[src/rtl/vga_timing_pipe.sv]
// Parametrised VGA raster engine: pixel-step divider, H/V counters, sync/blank, fb coords, latency-matched RGB stage.
// Optional feature: define VGA_TEST_PATTERN_EN for a built-in position gradient selected by i_test_pattern.
module vga_timing_pipe #(
  parameter int H_ACTIVE   = 1280,
  parameter int H_FP       = 64,
  parameter int H_SYNC     = 136,
  parameter int H_BP       = 200,
  parameter int V_ACTIVE   = 800,
  parameter int V_FP       = 1,
  parameter int V_SYNC     = 3,
  parameter int V_BP       = 24,
  parameter bit HSYNC_POL  = 1'b0,
  parameter bit VSYNC_POL  = 1'b1,
  parameter int HW         = 12,
  parameter int VW         = 11,
  parameter int CLK_DIV    = 1,
  parameter int PIPE_LAT   = 2,
  parameter int SCALE_LOG2 = 3,
  parameter int CW         = 5
) (
  input  logic                   i_pixel_clk,
  input  logic                   i_rst,
  output logic                   o_pix_ce,
  output logic [HW-1:0]          o_hpos,
  output logic [VW-1:0]          o_vpos,
  output logic [HW-SCALE_LOG2-1:0] o_fb_x,
  output logic [VW-SCALE_LOG2-1:0] o_fb_y,
  output logic                   o_line_start,
  output logic                   o_frame_start,
  input  logic [3*CW-1:0]        i_rgb_in,
  input  logic                   i_test_pattern,
  output logic [CW-1:0]          o_vr,
  output logic [CW-1:0]          o_vg,
  output logic [CW-1:0]          o_vb,
  output logic                   o_hsync,
  output logic                   o_vsync,
  output logic                   o_blank
);

  localparam int H_TOTAL = H_ACTIVE + H_FP + H_SYNC + H_BP;
  localparam int V_TOTAL = V_ACTIVE + V_FP + V_SYNC + V_BP;
  localparam int DW      = (CLK_DIV > 1) ? $clog2(CLK_DIV) : 1;
  localparam logic [DW-1:0] DIV_LAST = DW'(CLK_DIV - 1);
  localparam logic [HW-1:0] H_LAST   = HW'(H_TOTAL - 1);
  localparam logic [VW-1:0] V_LAST   = VW'(V_TOTAL - 1);

`ifdef VGA_TEST_PATTERN_EN
  localparam int PW = 3 + HW + VW;
`else
  localparam int PW = 3;
`endif
  // Stage reset value: syncs inactive, blanked, position zero.
  localparam logic [PW-1:0] STAGE_RST = PW'(3'b001);

  logic [DW-1:0]   r_div;
  logic [HW-1:0]   r_hpos;
  logic [VW-1:0]   r_vpos;
  logic            w_pix_ce;
  logic            w_hs_raw;
  logic            w_vs_raw;
  logic            w_blk_raw;
  logic [PW-1:0]   w_stage_raw;
  logic [PW-1:0]   w_stage_d;
  logic            w_hs_d;
  logic            w_vs_d;
  logic            w_blk_d;
  logic [3*CW-1:0] w_rgb_src;
  logic            r_hsync;
  logic            r_vsync;
  logic            r_blank;
  logic [3*CW-1:0] r_rgb;

  assign w_pix_ce = (r_div == DIV_LAST);

  always_ff @(posedge i_pixel_clk) begin
    if (i_rst) begin
      r_div  <= '0;
      r_hpos <= '0;
      r_vpos <= '0;
    end else begin
      r_div <= w_pix_ce ? '0 : r_div + 1'b1;
      if (w_pix_ce) begin
        if (r_hpos == H_LAST) begin
          r_hpos <= '0;
          r_vpos <= (r_vpos == V_LAST) ? '0 : r_vpos + 1'b1;
        end else begin
          r_hpos <= r_hpos + 1'b1;
        end
      end
    end
  end

  assign w_hs_raw  = (int'(r_hpos) >= H_ACTIVE + H_FP) && (int'(r_hpos) < H_ACTIVE + H_FP + H_SYNC);
  assign w_vs_raw  = (int'(r_vpos) >= V_ACTIVE + V_FP) && (int'(r_vpos) < V_ACTIVE + V_FP + V_SYNC);
  assign w_blk_raw = (int'(r_hpos) >= H_ACTIVE) || (int'(r_vpos) >= V_ACTIVE);

`ifdef VGA_TEST_PATTERN_EN
  assign w_stage_raw = {r_hpos, r_vpos, w_hs_raw, w_vs_raw, w_blk_raw};
`else
  assign w_stage_raw = {w_hs_raw, w_vs_raw, w_blk_raw};
`endif

  generate
    if (PIPE_LAT == 0) begin : g_no_pipe
      assign w_stage_d = w_stage_raw;
    end else begin : g_pipe
      logic [PW-1:0] r_pipe [PIPE_LAT];
      always_ff @(posedge i_pixel_clk) begin
        if (i_rst) begin
          for (int i = 0; i < PIPE_LAT; i++) r_pipe[i] <= STAGE_RST;
        end else if (w_pix_ce) begin
          r_pipe[0] <= w_stage_raw;
          for (int i = 1; i < PIPE_LAT; i++) r_pipe[i] <= r_pipe[i-1];
        end
      end
      assign w_stage_d = r_pipe[PIPE_LAT-1];
    end
  endgenerate

  assign w_hs_d  = w_stage_d[2];
  assign w_vs_d  = w_stage_d[1];
  assign w_blk_d = w_stage_d[0];

`ifdef VGA_TEST_PATTERN_EN
  logic [HW-1:0] w_hpos_d;
  logic [VW-1:0] w_vpos_d;
  logic [4:0]    w_h5;
  logic [4:0]    w_v5;
  assign w_hpos_d = w_stage_d[PW-1 -: HW];
  assign w_vpos_d = w_stage_d[3 +: VW];
  // Bits [8:4] of the delayed position; zero-extended first so narrow counters still work.
  assign w_h5 = 5'((HW+9)'(w_hpos_d) >> 4);
  assign w_v5 = 5'((VW+9)'(w_vpos_d) >> 4);
  assign w_rgb_src = i_test_pattern ? {CW'(w_v5), CW'(w_h5), CW'(w_h5 ^ w_v5)} : i_rgb_in;
`else
  logic w_unused_test_pattern;
  assign w_unused_test_pattern = i_test_pattern;
  assign w_rgb_src = i_rgb_in;
`endif

  always_ff @(posedge i_pixel_clk) begin
    if (i_rst) begin
      r_hsync <= ~HSYNC_POL;
      r_vsync <= ~VSYNC_POL;
      r_blank <= 1'b1;
      r_rgb   <= '0;
    end else if (w_pix_ce) begin
      r_hsync <= w_hs_d ? HSYNC_POL : ~HSYNC_POL;
      r_vsync <= w_vs_d ? VSYNC_POL : ~VSYNC_POL;
      r_blank <= w_blk_d;
      r_rgb   <= w_blk_d ? '0 : w_rgb_src;
    end
  end

  assign o_pix_ce      = w_pix_ce;
  assign o_hpos        = r_hpos;
  assign o_vpos        = r_vpos;
  assign o_fb_x        = r_hpos[HW-1:SCALE_LOG2];
  assign o_fb_y        = r_vpos[VW-1:SCALE_LOG2];
  assign o_line_start  = w_pix_ce && (r_hpos == '0);
  assign o_frame_start = w_pix_ce && (r_hpos == '0) && (r_vpos == '0);
  assign o_vr          = r_rgb[3*CW-1 -: CW];
  assign o_vg          = r_rgb[2*CW-1 -: CW];
  assign o_vb          = r_rgb[CW-1:0];
  assign o_hsync       = r_hsync;
  assign o_vsync       = r_vsync;
  assign o_blank       = r_blank;

endmodule

[config.mk]
export PLATFORM = sky130hd
export DESIGN_NAME = vga_timing_pipe
export DESIGN_NICKNAME = d
export VERILOG_FILES = /design/src/rtl/vga_timing_pipe.sv
export SDC_FILE = /design/constraint.sdc
export NUM_CORES = 1
export LEC_CHECK = 0
export ABC_AREA = 1
export CORE_MARGIN = 1
export CORE_UTILIZATION = 50
export DETAILED_ROUTE_END_ITERATION = 6
export PLACE_DENSITY = 0.85
export SKIP_LAST_GASP = 1
export SLEW_MARGIN = 10
export SYNTH_ARGS = -nofsm -noshare
export SYNTH_HDL_FRONTEND = slang
export SYNTH_SLANG_ARGS = --single-unit
[constraint.sdc]
create_clock -name i_pixel_clk -period 3 [get_ports i_pixel_clk]
set_input_delay 0.75 -clock i_pixel_clk [delete_from_list [all_inputs] [get_ports i_pixel_clk]]
set_output_delay 0.75 -clock i_pixel_clk [all_outputs]
set_load 0.005 [all_outputs]
; ---- Word level (Yosys, flattened, before mapping)
; Memory sizes are Yosys's and may differ from the RTL's.
; Index checks and enable logic that the tools add are counted.
[word_totals]
ff_bits = 42
mem_bits_rw = 6
inputBits = 18
output_inout_bits = 61
word_cells = 43
n_memories = 1
[op_classes]
n_addsub = 3
order_cmp = 6
eq_ne = 2
muxes = 12
n_bitwise = 3
reduce_logical = 9
[memory_table]
columns = memory, words, width, rd, rd_ports_with_merged_regs, write_ports, line
row1 = g_pipe.r_pipe, 2, 3, 2, 0, 2, 107  ; logic [PW-1:0] r_pipe [PIPE_LAT];
[ops]
columns = cell, count
row1 = >= comparator 12 x 11 -> 1 bit (second input constant), 2
row2 = >= comparator 11 x 10 -> 1 bit (second input constant), 2
row3 = 2-to-1 mux 15 bit, 1
row4 = adder 12 x 1 -> 12 bit (second input constant), 1
row5 = == test 12 x 11 -> 1 bit (second input constant), 1
row6 = logical NOT 12 bit, 1
row7 = < comparator 12 x 11 -> 1 bit (second input constant), 1
row8 = 2-to-1 mux 12 bit, 1
row9 = adder 11 x 1 -> 11 bit (second input constant), 1
row10 = == test 11 x 10 -> 1 bit (second input constant), 1
row11 = logical NOT 11 bit, 1
row12 = < comparator 11 x 10 -> 1 bit (second input constant), 1
row13 = 2-to-1 mux 11 bit, 1
row14 = 2-to-1 mux 1 bit, 7
row15 = 2-to-1 mux 3 bit, 2
row16 = logical AND 1 bit, 4
row17 = OR 1 bit, 2
row18 = AND reduction 2 bit, 1
row19 = OR reduction 2 bit, 1
row20 = adder 1 bit (second input constant), 1
row21 = logical OR 1 bit, 1
row22 = NOT 1 bit, 1

; ---- Logic depth before layout (Yosys ltp)
; Gate-level depths: netlist of run 1.
[logic_depth]
depth_word = 4
mapped_depth = 10
ltp_nobuf = 9

; ---- Worst setup path after synthesis of run 1
; Ideal clock, no wire load.
[synth_path]
kind = register to output
from = register r_vpos[4] (netlist: o_vpos[4])
to = output port o_frame_start
t_arrival_ns = 0.960
t_required_ns = 2.250
setup_slack_ns = 1.290
stages_incl_launch_ff = 5
n_path_buf = 1
cell_sequence = dfxtp_1 -> buf_4 -> nor2_1 -> nand3_1 -> nor4_1
[synth_between]
elab_chain_cells = 2
[synth_lines]
columns = item, line
row1 = start: declaration, 57  ; logic [VW-1:0] r_vpos;
row2 = start signal: assignment, 85  ; r_vpos <= (r_vpos == V_LAST) ? '0 : r_vpos + 1'b1;
row3 = logical NOT 11 bit, 161  ; assign o_frame_start = w_pix_ce && (r_hpos == '0) && (r_vpos == '0);
row4 = logical AND 1 bit, 161
row5 = end: declaration, 29  ; output logic o_frame_start,
; Every way passes these cells.

; ---- Final worst setup path of run 1
[layout_path]
from = register r_hpos[0] (netlist: o_hpos[0])
to = output port o_frame_start
[layout_between]
elab_chain_cells = 3
[layout_lines]
columns = item, line
row1 = start: declaration, 56  ; logic [HW-1:0] r_hpos;
row2 = start signal: assignment, 87  ; r_hpos <= r_hpos + 1'b1;
row3 = logical NOT 12 bit, 161
row4 = logical AND 1 bit (2 in series), 161
; Every way passes these cells.

==> impl_metrics.py, run 1 <==
metrics = {
    "status": {
        "status": "complete, no violations",
    },
    "sta": {
        "period_share": 0.8932,
        "hold_viol_final": 0,
        "drv_slew": 0,
        "rsz0062_at_grt": "no",
        "fin_skew_ns": 0.01140,
        "setup_tns_ns": 0,
        "period_minus_slack_ns": 2.680,
        "max_freq_ghz": 0.3732,
        "finalSetupViolCount": 0,
    },
    "placement": {
        "dpl.hpwl_mm": 4.333,
        "dp_cells": 439,
        "io_buffer_count": 77,
        "gp_congestion": 0.8736,
    },
    "routing": {
        "drc_errors": 0,
        "dr.pass1.iters": 4,
        "drtIter0Drc": 96,
        "detail-route-antenna-nets": 0,
        "via_count": 2291,
        "wire_per_inst_microns": 13.19,
        "via_per_inst": 5.125,
        "wl_mm": 5.896,
    },
    "worst_setup_path": {
        "r2r-start": "o_hpos[0]",
        "crit_family": "buffers and inverters",
        "crit_path_max_incr_delay_ns": 0.56,
        "cp_cell_sequence": "inv_1 -> ha_1 -> nand4_1 -> nor4_1 -> clkdlybuf4s50_1",
        "crit_fanout": 4,
        "setup.worst_path.start": "o_hpos[0]",
        "arrival_ns": 1.93,
        "cp_slowest_cell": "clkdlybuf4s50_1",
        "crit_type": "flop to output pin",
        "crit_path_end_kind": "output pin",
        "start_kind": "flop",
        "cp_data_required_time_ns": 2.25,
        "critPathBufInv": 2,
    },
    "cells_and_area": {
        "final_common_cell": "clkdlybuf4s50_1",
        "antenna_cells": 0,
        "fill_cells": 400,
        "final_cell_mix": "77 x clkdlybuf4s50_1, 57 x nand2_1, 42 x dfxtp_1, 39 x nor2_1, 35 x inv_1",
        "drive_gt1_frac": 0.1053,
        "area_growth_pct": 31.03,
        "instances_no_fill": 447,
        "nets": 402,
    },
    "clocking": {
        "numCtsBuffers": 5,
        "cts_buffer_depth": 2,
        "cts_hold_buf": 0,
        "h-tree-depth": 2,
        "root_buffer": "clkbuf_8",
        "clock_sinks": 48,
        "cts_tree": "built",
        "clk_latency_ns": 0.31,
        "ctsResizeCount": 0,
        "post_cts_buffers": 0,
        "clk_pin_slew_worst_paths_ns": 0.09,
    },
    "worst_hold_path": {
        "worstHoldStart": "g_pipe.r_pipe[0][5]",
        "min_path_type": "flop to flop",
    },
    "floorplan": {
        "initial_core_util": 0.5273,
        "die_w_microns": 73.28,
        "io_pins": 79,
        "placementRows": 25,
        "dieArea_sq_um": 5369,
        "core_area_sq_um": 4817,
        "die_h_microns": 73.28,
    },
    "global_route": {
        "grt_pass1_vias": 2186,
        "gr-total-overflow": 0,
        "grt_use_total": 0.2325,
        "grt_start_max_net_pins": 18,
        "antenna_found_initial": 0,
        "grt_pass1_wl_mm": 9.528,
    },
    "run": {
        "drv_cap": 0,
    },
    "synthesis": {
        "synthCells": 319,
        "synth_top_area_share": 0.3310,
        "yosysTopAreaCell": "dfxtp_1",
        "syn_area_per_cell_sq_um": 7.962,
        "yosys_register_bits": 48,
        "syn_nets": 342,
        "synth_flop_cell": "dfxtp_1",
        "synth_cell_types": 34,
        "netlist_area_sq_um": 2540,
        "synthArstFlopShare": 0,
        "yosysWarnings": 0,
        "ys_seq_area_frac": 0.4020,
        "synthTopCellsByArea": "dfxtp_1 33%, nand2_1 8.4%, edfxtp_1 7.1%",
        "synth-edff-count": 6,
    },
    "power_and_ir_drop": {
        "p_leak_nw": 1.307,
        "power_density_nw_per_um2": 367.3,
        "vdd_ir_drop_max_mv": 0.2258,
    },
}
-- metrics by stage --
step	cell area, sq um	setup WS (ns)	hold slack (ns)	total power (W)	util
2_1_floorplan	2540	1.290	0.3992	0.0007178	-
3_3_place_gp	3217	0.6649	0.4033	0.0007653	0.6678
3_5_place_dp	3217	0.6904	0.4128	0.0007675	0.6678
4_1_cts	3328	0.3041	0.4246	0.001233	0.6909
5_1_grt	3328	0.1738	0.4373	0.001265	0.6909
6_report	3328	0.3203	0.4203	0.001223	0.6909
-- path summary, 6_finish.rpt --
check	end	slack (ns)	cells after the start
setup / recovery	o_frame_start	0.32	5
hold / removal	o_hsync	0.42	1
setup reg to reg	o_vpos[8]	1.33	8
hold reg to reg	o_hsync	0.42	1
-- layer usage --
metal  global-route usage  vias to the layer above  part of all wire
met4               0.1220                        0             0.025
li1                     -                     1151                 -
met1               0.2747                     1035              0.43
met5                    0                        -                 0
met3              0.04527                       14             0.072
met2               0.3981                       91              0.48
-- worst register-to-register path, stage by stage (launching register included) --
cell,delay (ns)
dfxtp_1,0.40
ha_1,0.24
nand3_1,0.22
nor2_4,0.20
nand2_2,0.10
nor2_1,0.20
nand3_1,0.10
nand2_1,0.07
nor2_1,0.03
-- power breakdown --
part | internal, W | leakage (nW) | total [W] | switching, W
Combinational | 0.0000461 | 0.850 | 0.0000857 | 0.0000397
Clock | 0.000247 | 0.0558 | 0.000470 | 0.000223
Sequential | 0.000659 | 0.402 | 0.000667 | 0.00000819
Total | 0.000952 | 1.31 | 0.00122 | 0.000271
-- logic make-up after synthesis --
kind of cell | synth area share
AND/OR/NAND/NOR | 0.3079
flip-flops | 0.4020
buffers and inverters | 0.1325
adder cells (fa/ha/maj) | 0.02463
other | 0.001476
XOR/XNOR | 0.02069
AO/OA/AOI/OAI | 0.1108
-- registers in the layout, indices dropped and copies added, names as in the netlist --
register / count
r_div: 1
o_blank: 1
o_hpos: 12
o_vpos: 11
r_rgb: 15
o_hsync: 1
o_vsync: 1
g_pipe.r_pipe: 6
-- Yosys cell counts (all sizes together), types with 2 or more instances --
library cell  instances
xor2                  6
nor2                 48
inv                  39
dfxtp                42
nand3                22
o21bai                2
nand4                11
nor3                 10
a22o                 16
ha                    5
edfxtp                6
nor4                  2
a21oi                 9
buf                  25
o21ai                10
nand2                62
-- layout make-up --
cell class / count / area (sq um) / share of cell area
flip-flops and latches: 48 / 1021 / 0.3068
inverters: 39 / 151.4 / 0.04549
multi-input cells: 207 / 1182 / 0.3553
well taps: 67 / 83.83 / 0.02519
repair buffers: 78 / 778.2 / 0.2338
clock buffers: 5 / 68.82 / 0.02068
clock inverters: 3 / 42.54 / 0.01278
Power figures use the tool's default switching activity.
==> inputs of run 2 (changes only) <==
REMOVE_ABC_BUFFERS = 1   (was not set)
SKIP_CTS_REPAIR_TIMING = 1   (was not set)
==> impl_metrics.py, run 2 (synthesized netlist as in run 1, its figures left out) <==
metrics = {
    "status": {
        "status": "complete, no violations",
    },
    "cells_and_area": {
        "nets": 403,
        "largest-register": "r_rgb",
        "largest_reg_flops": 15,
        "antenna_cells": 0,
        "area_growth_pct": 31.28,
        "final_cell_mix": "77 x clkdlybuf4s50_1, 57 x nand2_1, 42 x dfxtp_1, 39 x nor2_1, 35 x inv_1",
        "drive_gt1_frac": 0.1102,
        "final_common_cell": "clkdlybuf4s50_1",
    },
    "power_and_ir_drop": {
        "swShare": 0.2201,
        "vdd_ir_drop_max_mv": 0.2759,
        "netSwitchingPower_w": 0.0002688,
        "combPwrFrac": 0.071,
        "seqPwrFrac": 0.546,
        "p_int_w": 0.0009524,
        "p_clk_frac": 0.383,
        "power_density_nw_per_um2": 366.3,
        "p_leak_nw": 1.315,
    },
    "worst_setup_path": {
        "arrival_ns": 1.96,
        "crit_type": "flop to output pin",
        "reg2reg_slack_ns": 1.26,
        "start_kind": "flop",
        "crit_path_end_kind": "output pin",
        "cp_data_required_time_ns": 2.25,
        "crit_fanout": 6,
    },
    "global_route": {
        "grt_busiest_layer": "met2",
        "gr-usage-met2": 0.4064,
        "grt_pass1_vias": 2133,
        "grt_start_max_net_pins": 18,
        "grt_pass1_wl_mm": 9.528,
        "gr-total-overflow": 0,
        "met1_usage": 0.2705,
        "grtUsageMet3": 0.05487,
        "antenna_found_initial": 0,
        "grt_use_total": 0.2289,
    },
    "sta": {
        "period_share": 0.9032,
        "period_minus_slack_ns": 2.710,
        "setup_tns_ns": 0,
        "drv_slew": 0,
        "max_freq_ghz": 0.3691,
        "fin_skew_ns": 0.004264,
        "hold_viol_final": 0,
        "finalSetupViolCount": 0,
        "hold_ws_ns": 0.4214,
        "rsz0062_at_grt": "no",
    },
    "clocking": {
        "cts_tree": "built",
        "numCtsBuffers": 5,
        "clk_latency_ns": 0.30,
        "h-tree-depth": 2,
        "clk_pin_slew_worst_paths_ns": 0.09,
        "clock_sinks": 48,
        "root_buffer": "clkbuf_8",
        "cts_buffer_depth": 2,
    },
    "placement": {
        "gp_congestion": 0.8995,
        "dpl.hpwl_mm": 4.417,
        "io_buffer_count": 77,
    },
    "floorplan": {
        "die_w_microns": 73.28,
        "core_area_sq_um": 4817,
        "die_h_microns": 73.28,
        "dieArea_sq_um": 5369,
        "io_pins": 79,
        "placementRows": 25,
        "initial_core_util": 0.5273,
    },
    "routing": {
        "via_per_inst": 5.301,
        "wire_per_inst_microns": 13.81,
        "wl_mm": 6.186,
        "drtIter0Drc": 168,
        "detail-route-antenna-nets": 0,
        "drc_errors": 0,
        "via_count": 2375,
        "dr.pass1.iters": 5,
    },
    "run": {
        "drv_cap": 0,
    },
    "worst_hold_path": {
        "min_path_type": "flop to flop",
    },
}
## run 2: stage by stage
step	worst slack, ns	total power, W	utilization	std cells	instance area, sq um
2_1_floorplan	1.298	0.0007133	-	294	2355
3_3_place_gp	0.6261	0.0007655	0.6694	440	3224
3_5_place_dp	0.6687	0.0007675	0.6694	440	3224
4_1_cts	0.3098	0.001228	0.6922	448	3334
5_1_grt	0.1236	0.001264	0.6922	448	3334
6_report	0.2904	0.001221	0.6922	448	3334
## run 2: routing by layer
layer | wire [microns] | part of all wire | vias up
met4 | 86 | 0.014 | 0
met2 | 3015 | 0.49 | 126
met1 | 2541 | 0.41 | 1082
met5 | 0 | 0 | -
met3 | 543 | 0.088 | 16
li1 | - | - | 1151
## run 2: worst max-delay path: stages (launching register included)
cell and delay [ns]:
dfxtp_1 0.38, inv_1 0.13, ha_1 0.17, nand3_1 0.08
nor4_1 0.33, clkdlybuf4s50_1 0.57
## run 2: area by class of cell
type | count | area (sq um)
Clock inverter | 3 | 41.29
Clock buffer | 5 | 68.82
Sequential cell | 48 | 1021
Timing Repair Buffer | 79 | 785.8
Inverter | 39 | 151.4
Fill cell | 408 | 1483
Multi-Input combinational cell | 207 | 1182
Tap cell | 67 | 83.83
## run 2: path summary, 6_finish.rpt
path	start	end	cells past startpoint
setup reg to reg	o_hpos[1]	o_vpos[8]	8
setup / recovery	o_vpos[0]	o_frame_start	5
hold reg to reg	g_pipe.r_pipe[0][5]	o_hsync	1
hold / removal	g_pipe.r_pipe[0][5]	o_hsync	1
## run 2: power by group through the flow
stage	clock (W)	combinational, W	sequential (W)
after floorplan	0	0.0000326	0.000681
after global placement	0	0.0000843	0.000681
after detailed placement	0	0.0000858	0.000682
after CTS	0.000474	0.0000869	0.000667
after global routing	0.000503	0.0000929	0.000668
final	0.000468	0.0000868	0.000667
==> RTL edit (settings of run 2) <==
`VW`: 11 -> 22.
--- a/src/rtl/vga_timing_pipe.sv
+++ b/src/rtl/vga_timing_pipe.sv
@@ -12,7 +12,7 @@
   parameter bit HSYNC_POL  = 1'b0,
   parameter bit VSYNC_POL  = 1'b1,
   parameter int HW         = 12,
-  parameter int VW         = 11,
+  parameter int VW         = 22,
   parameter int CLK_DIV    = 1,
   parameter int PIPE_LAT   = 2,
   parameter int SCALE_LOG2 = 3,
Ports: changed (resized o_fb_y and o_vpos); port bits go from 79 to 101. The function was not compared with the original's and may differ.
==> RTL edit against run 2 <==
Sequential share of layout area is 1.3 points lower. Total power is 34% higher. Register-to-register slack worse by 0.27 ns. Fmax is 4.1% lower. Wire length is 28% higher. Sequential cell count is 11 higher. Final cell count is 33% higher. Critical path depth is 1 higher. Synthesized area is 26% higher. Setup slack worse by 0.12 ns. Design area is 27% higher. Via count is 31% higher.
==> RTL edit: results (changes against run 2) <==
qor: place.half_perimeter_wire_length_of_the_detailed_placement_result 5610 µm [was 4420 µm]
qor: routing.dr_wl_met3 476 µm [was 543 µm]
qor: global_routing.global_route.usage.met2 39.5% [was 40.6%]
qor: place.dp.cells 580 [was 440]
qor: pwr.sequentialPower 0.812 mW [was 0.667 mW]
qor: sta.fin_skew 0.00685 ns [was 0.00426 ns]
qor: logic_synthesis.yosys.area_share.adder 1.96% [was 2.46%]
qor: routing.wire_per_inst 13.2 µm [was 13.8 µm]
qor: logic_synthesis.synth.lib_cells_used.distinct 37 [was 34]
qor: pwr.comb_cell_power 0.0910 mW [was 0.0868 mW]
qor: cts.clkTransAtPathRegs 0.07 ns [was 0.09 ns]
qor: cts.clock_tree.htree_level_count 3 [was 2]
qor: pwr.power_switching_share 24.3% [was 22.0%]
qor: routing.drt_iter0_drc 157 [was 168]
qor: place.dp_worst_setup_slack 0.411 ns [was 0.669 ns]
qor: global_routing.globalRouteMet1Util 28.3% [was 27.1%]
qor: cts.clkLatencyLatePin 0.34 ns [was 0.30 ns]
qor: place.finalWeightedCongestion 0.904 [was 0.900]
qor: global_routing.globalRouteTotalUtil 23.5% [was 22.9%]
qor: routing.wl_met1 3380 µm [was 2540 µm]
qor: status.outcome finished, final reports clean [unchanged]
qor: logic_synthesis.cell_types_with_the_largest_area_share_after_synthesis sky130_fd_sc_hd__dfxtp_1 33%, sky130_fd_sc_hd__nor2_1 10%, sky130_fd_sc_hd__nand2_1 9.6%, sky130_fd_sc_hd__buf_4 6.8%, sky130_fd_sc_hd__nand3_1 6.0% [was sky130_fd_sc_hd__dfxtp_1 33%, sky130_fd_sc_hd__nand2_1 8.4%, sky130_fd_sc_hd__edfxtp_1 7.1%, sky130_fd_sc_hd__nor2_1 5.8%, sky130_fd_sc_hd__buf_4 5.6%]
qor: setup_path.timing.reg2reg.setup_slack 0.99 ns [was 1.26 ns]
qor: finish.final.fill_count 501 [was 408]
qor: sta.worst_hold_slack 0.418 ns [was 0.421 ns]
[RTL edit: worst max path at each step]
| stage | from | end | slack, ns |
|---|---|---|---|
| 2_1_floorplan | o_hpos[6]$_SDFFE_PP0N_ | o_frame_start | 1.09 |
| 3_3_place_gp | o_hpos[6]$_SDFFE_PP0N_ | o_frame_start | 0.41 |
| 3_5_place_dp | o_hpos[6]$_SDFFE_PP0N_ | o_frame_start | 0.41 |
| 4_1_cts | o_hpos[1]$_SDFFE_PP0N_ | o_frame_start | 0.02 |
| 5_1_grt | o_hpos[6]$_SDFFE_PP0N_ | o_frame_start | 0.001 |
| 6_report | o_hpos[6]$_SDFFE_PP0N_ | o_frame_start | 0.17 |
[RTL edit: cell type report]
type,count,share of cell area (%)
inverter,46,4.20
tap,75,2.22
multi-input combinational,300,36.0
clock buffer,9,2.93
clock inverter,7,1.80
sequential,59,29.3
timing repair buffer,100,23.6
